`config.mk`:
```
export PLATFORM = sky130hd
export DESIGN_NAME = serial_add_seq
export DESIGN_NICKNAME = d
export VERILOG_FILES = /design/src/rtl/serial_add_seq_pkg.sv /design/src/rtl/serial_add_seq_fa_cell.sv /design/src/rtl/serial_add_seq.sv
export SDC_FILE = /design/constraint.sdc
export NUM_CORES = 1
export LEC_CHECK = 0
export BUFFER_PORTS_ARGS = -buffer_cell sky130_fd_sc_hd__buf_2
export CORE_MARGIN = 4
export CORE_UTILIZATION = 46
export CTS_CLUSTER_SIZE = 28
export DETAILED_ROUTE_END_ITERATION = 10
export PLACE_DENSITY = 0.66
export SYNTH_ARGS = -nofsm -noshare
export SYNTH_HDL_FRONTEND = slang
export SYNTH_SLANG_ARGS = --single-unit
```
`constraint.sdc`:
```
create_clock -name clk -period 1.48 [get_ports clk]
set_input_delay 0.074 -clock clk [delete_from_list [all_inputs] [get_ports clk]]
set_output_delay 0.074 -clock clk [all_outputs]
set_load 0.05 [all_outputs]
```
`src/rtl/serial_add_seq_pkg.sv`:
```
// Shared definitions for the bit-serial adder sequencer: FSM state encoding.
package serial_add_seq_pkg;

  typedef enum logic [1:0] {
    ST_IDLE = 2'd0,
    ST_RUN  = 2'd1,
    ST_DONE = 2'd2
  } state_t;

endpackage

```
`src/rtl/serial_add_seq_fa_cell.sv`:
```
// Combinational 1-bit full adder; the single arithmetic cell reused every cycle by serial_add_seq.
module fa_cell (
  input  logic a,
  input  logic b,
  input  logic cin,
  output logic sum,
  output logic cout
);

  assign sum  = a ^ b ^ cin;
  assign cout = (a & b) | (cin & (a ^ b));

endmodule

```
`src/rtl/serial_add_seq.sv`:
```
// Bit-serial adder sequencer: one fa_cell stepped LSB first over WIDTH cycles.
// Optional macro SUB_EN adds the sub port and two's-complement subtraction (a-b).
module serial_add_seq
  import serial_add_seq_pkg::*;
#(
  parameter int WIDTH = 4,
  parameter int CNT_W = 3
) (
  input  logic             clk,
  input  logic             rst,
  input  logic             start,
  input  logic [WIDTH-1:0] a,
  input  logic [WIDTH-1:0] b,
`ifdef SUB_EN
  input  logic             sub,
`endif
  output logic             busy,
  output logic             done,
  output logic [WIDTH-1:0] sum,
  output logic             cout,
  output state_t           state
);

  // Handshake: start is accepted only while busy==0 (IDLE or DONE) and ignored otherwise;
  // busy is high for exactly WIDTH cycles, then done pulses for one cycle with sum/cout valid.

  logic [WIDTH-1:0] a_sh;
  logic [WIDTH-1:0] b_sh;
  logic             carry;
  logic [CNT_W-1:0] cnt;
  logic             fa_sum;
  logic             fa_cout;
  logic             load_carry;
  logic [WIDTH-1:0] load_b;

`ifdef SUB_EN
  assign load_carry = sub;
  assign load_b     = sub ? ~b : b;
`else
  assign load_carry = 1'b0;
  assign load_b     = b;
`endif

  fa_cell u_fa (
    .a    (a_sh[0]),
    .b    (b_sh[0]),
    .cin  (carry),
    .sum  (fa_sum),
    .cout (fa_cout)
  );

  always_ff @(posedge clk) begin
    if (rst) begin
      state <= ST_IDLE;
      busy  <= 1'b0;
      done  <= 1'b0;
      sum   <= '0;
      cout  <= 1'b0;
      carry <= 1'b0;
      cnt   <= '0;
      a_sh  <= '0;
      b_sh  <= '0;
    end else begin
      case (state)
        ST_IDLE, ST_DONE: begin
          done <= 1'b0;
          if (start) begin
            state <= ST_RUN;
            busy  <= 1'b1;
            a_sh  <= a;
            b_sh  <= load_b;
            carry <= load_carry;
            cnt   <= '0;
            sum   <= '0;
          end else begin
            state <= ST_IDLE;
            busy  <= 1'b0;
          end
        end
        ST_RUN: begin
          // Result bits enter at the MSB so the word is LSB-aligned after WIDTH shifts.
          sum   <= {fa_sum, sum[WIDTH-1:1]};
          a_sh  <= a_sh >> 1;
          b_sh  <= b_sh >> 1;
          carry <= fa_cout;
          cnt   <= cnt + CNT_W'(1);
          if (cnt == CNT_W'(WIDTH - 1)) begin
            state <= ST_DONE;
            busy  <= 1'b0;
            done  <= 1'b1;
            cout  <= fa_cout;
          end
        end
        default: begin
          state <= ST_IDLE;
          busy  <= 1'b0;
          done  <= 1'b0;
        end
      endcase
    end
  end

endmodule
```
==> reports/qor.csv, run 1 <==
metric;value;unit
status;complete, no violations;
hold_sp;a[2];
CP peak stage delay;0.46;ns
crit path max fanout;2;
critical-path cell list;inv_1 -> fa_1 -> or2b_1 -> a21oi_1;
final worst-path cycle share;85.9;%
1st-pass router iterations;4;
DIE WIDTH;52.1;µm
n_diodes;0;
commonest cells after routing, fill and taps aside;dfxtp_1 (21), buf_2 (19), nand3_1 (10), a21oi_1 (10), nor3_1 (9);
largest area contributor in the synthesized netlist;dfxtp_1;
slowest CP cell;fa_1;
CTS Root Cell;clkbuf_4;
setup tns final;0;ns
Slew headroom;74.7;%
routed via count;728;
GR Util All Layers;13.2;%
routed vias/inst;5.20;
Net Sw Frac;26.8;%
worst slew pin tran;0.380;ns
hold buffers post-CTS;0;
Num CTS Buffers;3;
DRC Markers;0;
reg-to-reg critical path startpoint;carry$_SDFFE_PP0P_;
Yosys top cell area share;46.9;%
DRT antenna net count;0;
Iter 0 DRT Violations;13;
fin area;1010;µm²
multi-input logic area;400;µm²
Hold Vio Cnt, Final;0;
CTS Buffer Depth;2;
core area;1780;µm²
dpl ws;0.244;ns
leakage;0.402;nW
IO Count;20;
Final Util;56.7;%
maxcap violations;0;
PortBufs;19;
DP Area;985;µm²
Fmax achieved;786;MHz
nets@finish;130;
initial core utilization;50.2;%
clock group share of total power;25.3;%
Area contributors post-synth;dfxtp_1 (47%), a21oi_1 (5.6%), nand3_1 (5.6%);
Ys Warns;0;
Crit Path Category;flip-flop to flip-flop;
#FFs+latches synth;21;
Seq pwr share;58.5;%
first-pass GRT wire length;2680;µm
CP Capture Type;flip-flop;
sequential cell area;420;µm²
post-CTS sizing;0;
worst-skew pair later-pin latency;0.29;ns
Period minus WS final;1.27;ns
Area Growth Syn to Fin;12.8;%
final WL;1640;µm
most common cell after layout, fill and taps aside;dfxtp_1;
CTS H-tree depth;1;
fin. max-slew vios;0;
synthesized area;896;µm²
post-DP HPWL;1140;µm
CP startpoint kind;flip-flop;
Critical Path Source;carry$_SDFFE_PP0P_;
worst vdd ir;0.505;mV
CTS tree;yes;
Post-CTS Setup Bufs;0;
antenna violations before repair;0;
Min Hold Slack;0.121;ns
Setup violations, final;0;
gpl congestion;0.765;
Mapped Nets;110;
CP arrival;1.50;ns
wire length per cell;11.7;µm
Hold WC Path Type;primary input to flip-flop;
Int Power;0.000767;W
clock sink total;21;
RSZ-0062 raised after global routing;false;
GRT Residual Overflow;0;
fill cell count;171;
Setup Skew;0.00303;ns
synth unique cells;23;
NetSw;0.000280;W
Die Span Y;52.1;µm
Cells after Synth;96;
largest net degree at the start of global routing;22;
vias in the first global route;601;
Die ar.;2720;µm²
Setup WS post-layout;0.208;ns
row count;15;
Seq/Total Area, Yosys;46.9;%
syn avg cell area;9.33;µm²
layout cells sized above 1;22.6;%
Comb pwr share;16.2;%
Buf/Inv on CP;1;
CP top delay family;adder cells;
PwrDens;1040;nW/µm²
WP data required;1.71;ns
clock slew at reported path FFs;0.11;ns
[area by class of cell]
class,count,area share [%]
clock buffers,4,2.60
inverters,4,1.49
multi-input cells,64,39.6
flip-flops and latches,21,41.6
well taps,25,3.09
repair buffers,22,11.6
[kinds of logic after synthesis]
family          count (synthesis)  synth area share [%]
fa+ha+maj                       3                  5.03
compound gates                 22                  15.2
mux                             2                  2.23
buf+inv                        11                  8.38
flops                          21                  46.9
simple gates                   37                  22.2
[layer usage]
layer  part of all wire [%]  vias to the layer above  GRT usage (%)
met5                      0                        -              0
met4                    2.1                        0           8.94
met3                    6.5                        4           2.87
met2                     42                       22           18.0
met1                     49                      324           18.4
li1                       -                      378              -
[through the flow]
step / instances / total power, W
after floorplan: 96 / 0.000763
after global placement: 136 / 0.000793
after detailed placement: 136 / 0.000795
after CTS: 140 / 0.00106
after global routing: 140 / 0.00112
final: 140 / 0.00105
[power groups by stage]
stage	sequential (W)	clock, W	combinational, W
floorplan	0.000647	0	0.000117
global placement	0.000624	0	0.000169
detailed placement	0.000626	0	0.000169
CTS	0.000612	0.000281	0.000170
global route	0.000617	0.000312	0.000188
finish	0.000613	0.000264	0.000170
[worst register-to-register path, delay by kind of cell, from the launching register on]
family / cells / cell delay, ns
DFF: 1 / 0.35
AOI/OAI and AO/OA: 1 / 0.12
adders and majority gates: 1 / 0.46
buffers and inverters: 1 / 0.06
and+or+nand+nor: 1 / 0.23
[synthesized netlist by cell type]
library cell and n:
nand2_1 4, and2b_1 1, a21oi_1 10, a311oi_1 3, nor2_1 4, nand2b_1 2
buf_2 1, fa_1 1, dfxtp_1 21, nor3b_1 1, and2b_2 1, or2b_1 4
ha_1 2, nor3_1 9, o21a_1 3, nand3b_1 1, o22ai_1 6, mux2i_1 2
nand3_1 10, inv_1 4, buf_6 3, clkbuf_8 1, clkbuf_1 2
[state kept, by name, summed over array words and instances (netlist names)]
register  count
state         2
sum           4
cout          1
done          1
busy          1
b_sh          4
a_sh          4
carry         1
cnt           3
[path summary, 6_finish.rpt]
path         slack, ns  cells past startpoint                    to
max reg2reg       0.21                      4   sum[3]$_SDFFE_PP0P_
max               0.21                      4   sum[3]$_SDFFE_PP0P_
min reg2reg       0.48                      2   cnt[2]$_SDFFE_PP0P_
min               0.12                      3  a_sh[2]$_SDFFE_PP0P_
Power figures use the tool's default switching activity.
==> run 2, diff against run 1 <==
--- a/config.mk
+++ b/config.mk
@@ -11,6 +11,7 @@
 export CTS_CLUSTER_SIZE = 28
 export DETAILED_ROUTE_END_ITERATION = 10
 export PLACE_DENSITY = 0.66
+export REMOVE_ABC_BUFFERS = 1
 export SYNTH_ARGS = -nofsm -noshare
 export SYNTH_HDL_FRONTEND = slang
 export SYNTH_SLANG_ARGS = --single-unit
==> run 2 against run 1 <==
Global-route usage is 0.47 points higher; via count is 0.55% higher; die area is the same; largest power group unchanged; critical endpoint is now cnt[1]$_SDFFE_PP0P_; cell count stayed put; clock power grew 2%; critical path type unchanged.
==> reports/qor.csv, run 2 (synthesis gave the netlist of run 1 again) <==
metric;value;unit;change
status;complete, no violations;;unchanged
PortBufs;19;;unchanged
nets@finish;130;;unchanged
final WL;1680;µm;was 1640 µm
CP Capture Type;flip-flop;;unchanged
DRT antenna net count;0;;unchanged
hold buffers post-CTS;0;;unchanged
PwrDens;1040;nW/µm²;about the same
RSZ-0062 raised after global routing;false;;unchanged
worst vdd ir;0.724;mV;was 0.505 mV
Area Growth Syn to Fin;13.3;%;was 12.8%
CTS H-tree depth;1;;unchanged
post-DP HPWL;1150;µm;was 1140 µm
Hold Vio Cnt, Final;0;;unchanged
hold_sp;b[1];;was a[2]
Largest regs;a_sh x4, b_sh x4, sum x4;;unchanged
Die Span Y;52.1;µm;unchanged
core area;1780;µm²;unchanged
commonest cells after routing, fill and taps aside;dfxtp_1 (21), buf_2 (19), nand3_1 (10), a21oi_1 (10), nor3_1 (9);;unchanged
CP arrival;1.54;ns;was 1.50 ns
largest net degree at the start of global routing;22;;unchanged
clock sink total;21;;unchanged
worst-skew pair later-pin latency;0.29;ns;about the same
WP data required;1.72;ns;was 1.71 ns
Die ar.;2720;µm²;unchanged
reg-to-reg critical path startpoint;state[0]$_SDFFE_PP0P_;;was carry$_SDFFE_PP0P_
fin. max-slew vios;0;;unchanged
Critical Path Source;state[0]$_SDFFE_PP0P_;;was carry$_SDFFE_PP0P_
maxcap violations;0;;unchanged
critical-path cell list;nand2b_1 -> buf_4 -> nand3_1 -> a21oi_1;;was inv_1 -> fa_1 -> or2b_1 -> a21oi_1
initial core utilization;50.2;%;unchanged
1st-pass router iterations;4;;unchanged
n_diodes;0;;unchanged
Setup violations, final;0;;unchanged
CP peak stage delay;0.42;ns;was 0.46 ns
Hold WC Path Type;primary input to flip-flop;;unchanged
Period minus WS final;1.31;ns;was 1.27 ns
antenna violations before repair;0;;unchanged
Post-CTS Setup Bufs;0;;unchanged
CP top delay family;simple AND/OR/NAND/NOR gates;;was adder cells
GR Util All Layers;13.7;%;was 13.2%
Fmax achieved;766;MHz;was 786 MHz
Buf/Inv on CP;1;;unchanged
clock slew at reported path FFs;0.11;ns;about the same
row count;15;;unchanged
final worst-path cycle share;88.2;%;was 85.9%
post-CTS sizing;0;;unchanged
IO Count;20;;unchanged
Setup Skew;0.000745;ns;was 0.00303 ns
vias in the first global route;659;;was 601
routed vias/inst;5.23;;was 5.20
most common cell after layout, fill and taps aside;dfxtp_1;;unchanged
first-pass GRT wire length;2780;µm;was 2680 µm
GRT Residual Overflow;0;;unchanged
worst slew pin tran;0.378;ns;was 0.380 ns
leakage;0.405;nW;was 0.402 nW
CTS Root Cell;clkbuf_4;;unchanged
wire length per cell;12.0;µm;was 11.7 µm
routed via count;732;;was 728
DRC Markers;0;;unchanged
gpl congestion;0.740;;was 0.765
Slew headroom;74.8;%;was 74.7%
DIE WIDTH;52.1;µm;unchanged
Crit Path Category;flip-flop to flip-flop;;unchanged
Num CTS Buffers;3;;unchanged
CP startpoint kind;flip-flop;;unchanged
CTS tree;yes;;unchanged
CTS Buffer Depth;2;;unchanged
crit path max fanout;10;;was 2
setup tns final;0;ns;unchanged
Iter 0 DRT Violations;7;;was 13
slowest CP cell;dfxtp_1;;was fa_1
Final Util;56.9;%;was 56.7%
layout cells sized above 1;24.3;%;was 22.6%
## run 2: worst paths after layout
kind | end | cells after the start | slack [ns]
worst min-delay path | b_sh[1]$_SDFFE_PP0P_ | 3 | 0.11
worst max register to register | cnt[1]$_SDFFE_PP0P_ | 4 | 0.17
worst min register to register | sum[1]$_SDFFE_PP0P_ | 2 | 0.48
worst max-delay path | cnt[1]$_SDFFE_PP0P_ | 4 | 0.17
## run 2: worst min-delay path, delay by kind of cell
family          cells  cell delay, ns
compound gates      1            0.07
buf+inv             1            0.08
simple gates        1            0.15
## run 2: layer usage
metal / wire, µm / global-route usage [%] / up-vias / part of all wire, %
met2: 770 / 21.8 / 15 / 46
met1: 806 / 17.1 / 337 / 48
met3: 87 / 2.87 / 2 / 5.2
li1: - / - / 378 / -
met5: 0 / 0 / - / 0
met4: 17 / 7.66 / 0 / 1.0
## run 2: cell type report
cell class / instances / area (µm²)
sequential: 21 / 420
inverter: 4 / 15.0
multi-input combinational: 64 / 403
tap: 25 / 31.3
clock buffer: 3 / 22.5
timing repair buffer: 22 / 118
clock inverter: 1 / 5.00
fill: 175 / 768
## run 2: per-stage QoR
stage / setup slack [ns] / total power [W] / cells / hold WS (ns) / area, µm²
2_1_floorplan: -0.142 / 0.000735 / 89 / 0.143 / 836
3_3_place_gp: 0.205 / 0.000792 / 136 / 0.411 / 985
3_5_place_dp: 0.131 / 0.000797 / 136 / 0.424 / 985
4_1_cts: 0.115 / 0.00107 / 140 / 0.104 / 1010
5_1_grt: 0.0632 / 0.00111 / 140 / 0.124 / 1010
6_report: 0.174 / 0.00106 / 140 / 0.111 / 1010
## run 2: power by group
group / internal [W] / total, W / switching (W) / leakage [nW]
clock network: 0.000101 / 0.000270 / 0.000170 / 0.0177
logic: 0.0000670 / 0.000173 / 0.000106 / 0.215
registers: 0.000596 / 0.000612 / 0.0000168 / 0.172
total: 0.000763 / 0.00106 / 0.000292 / 0.405
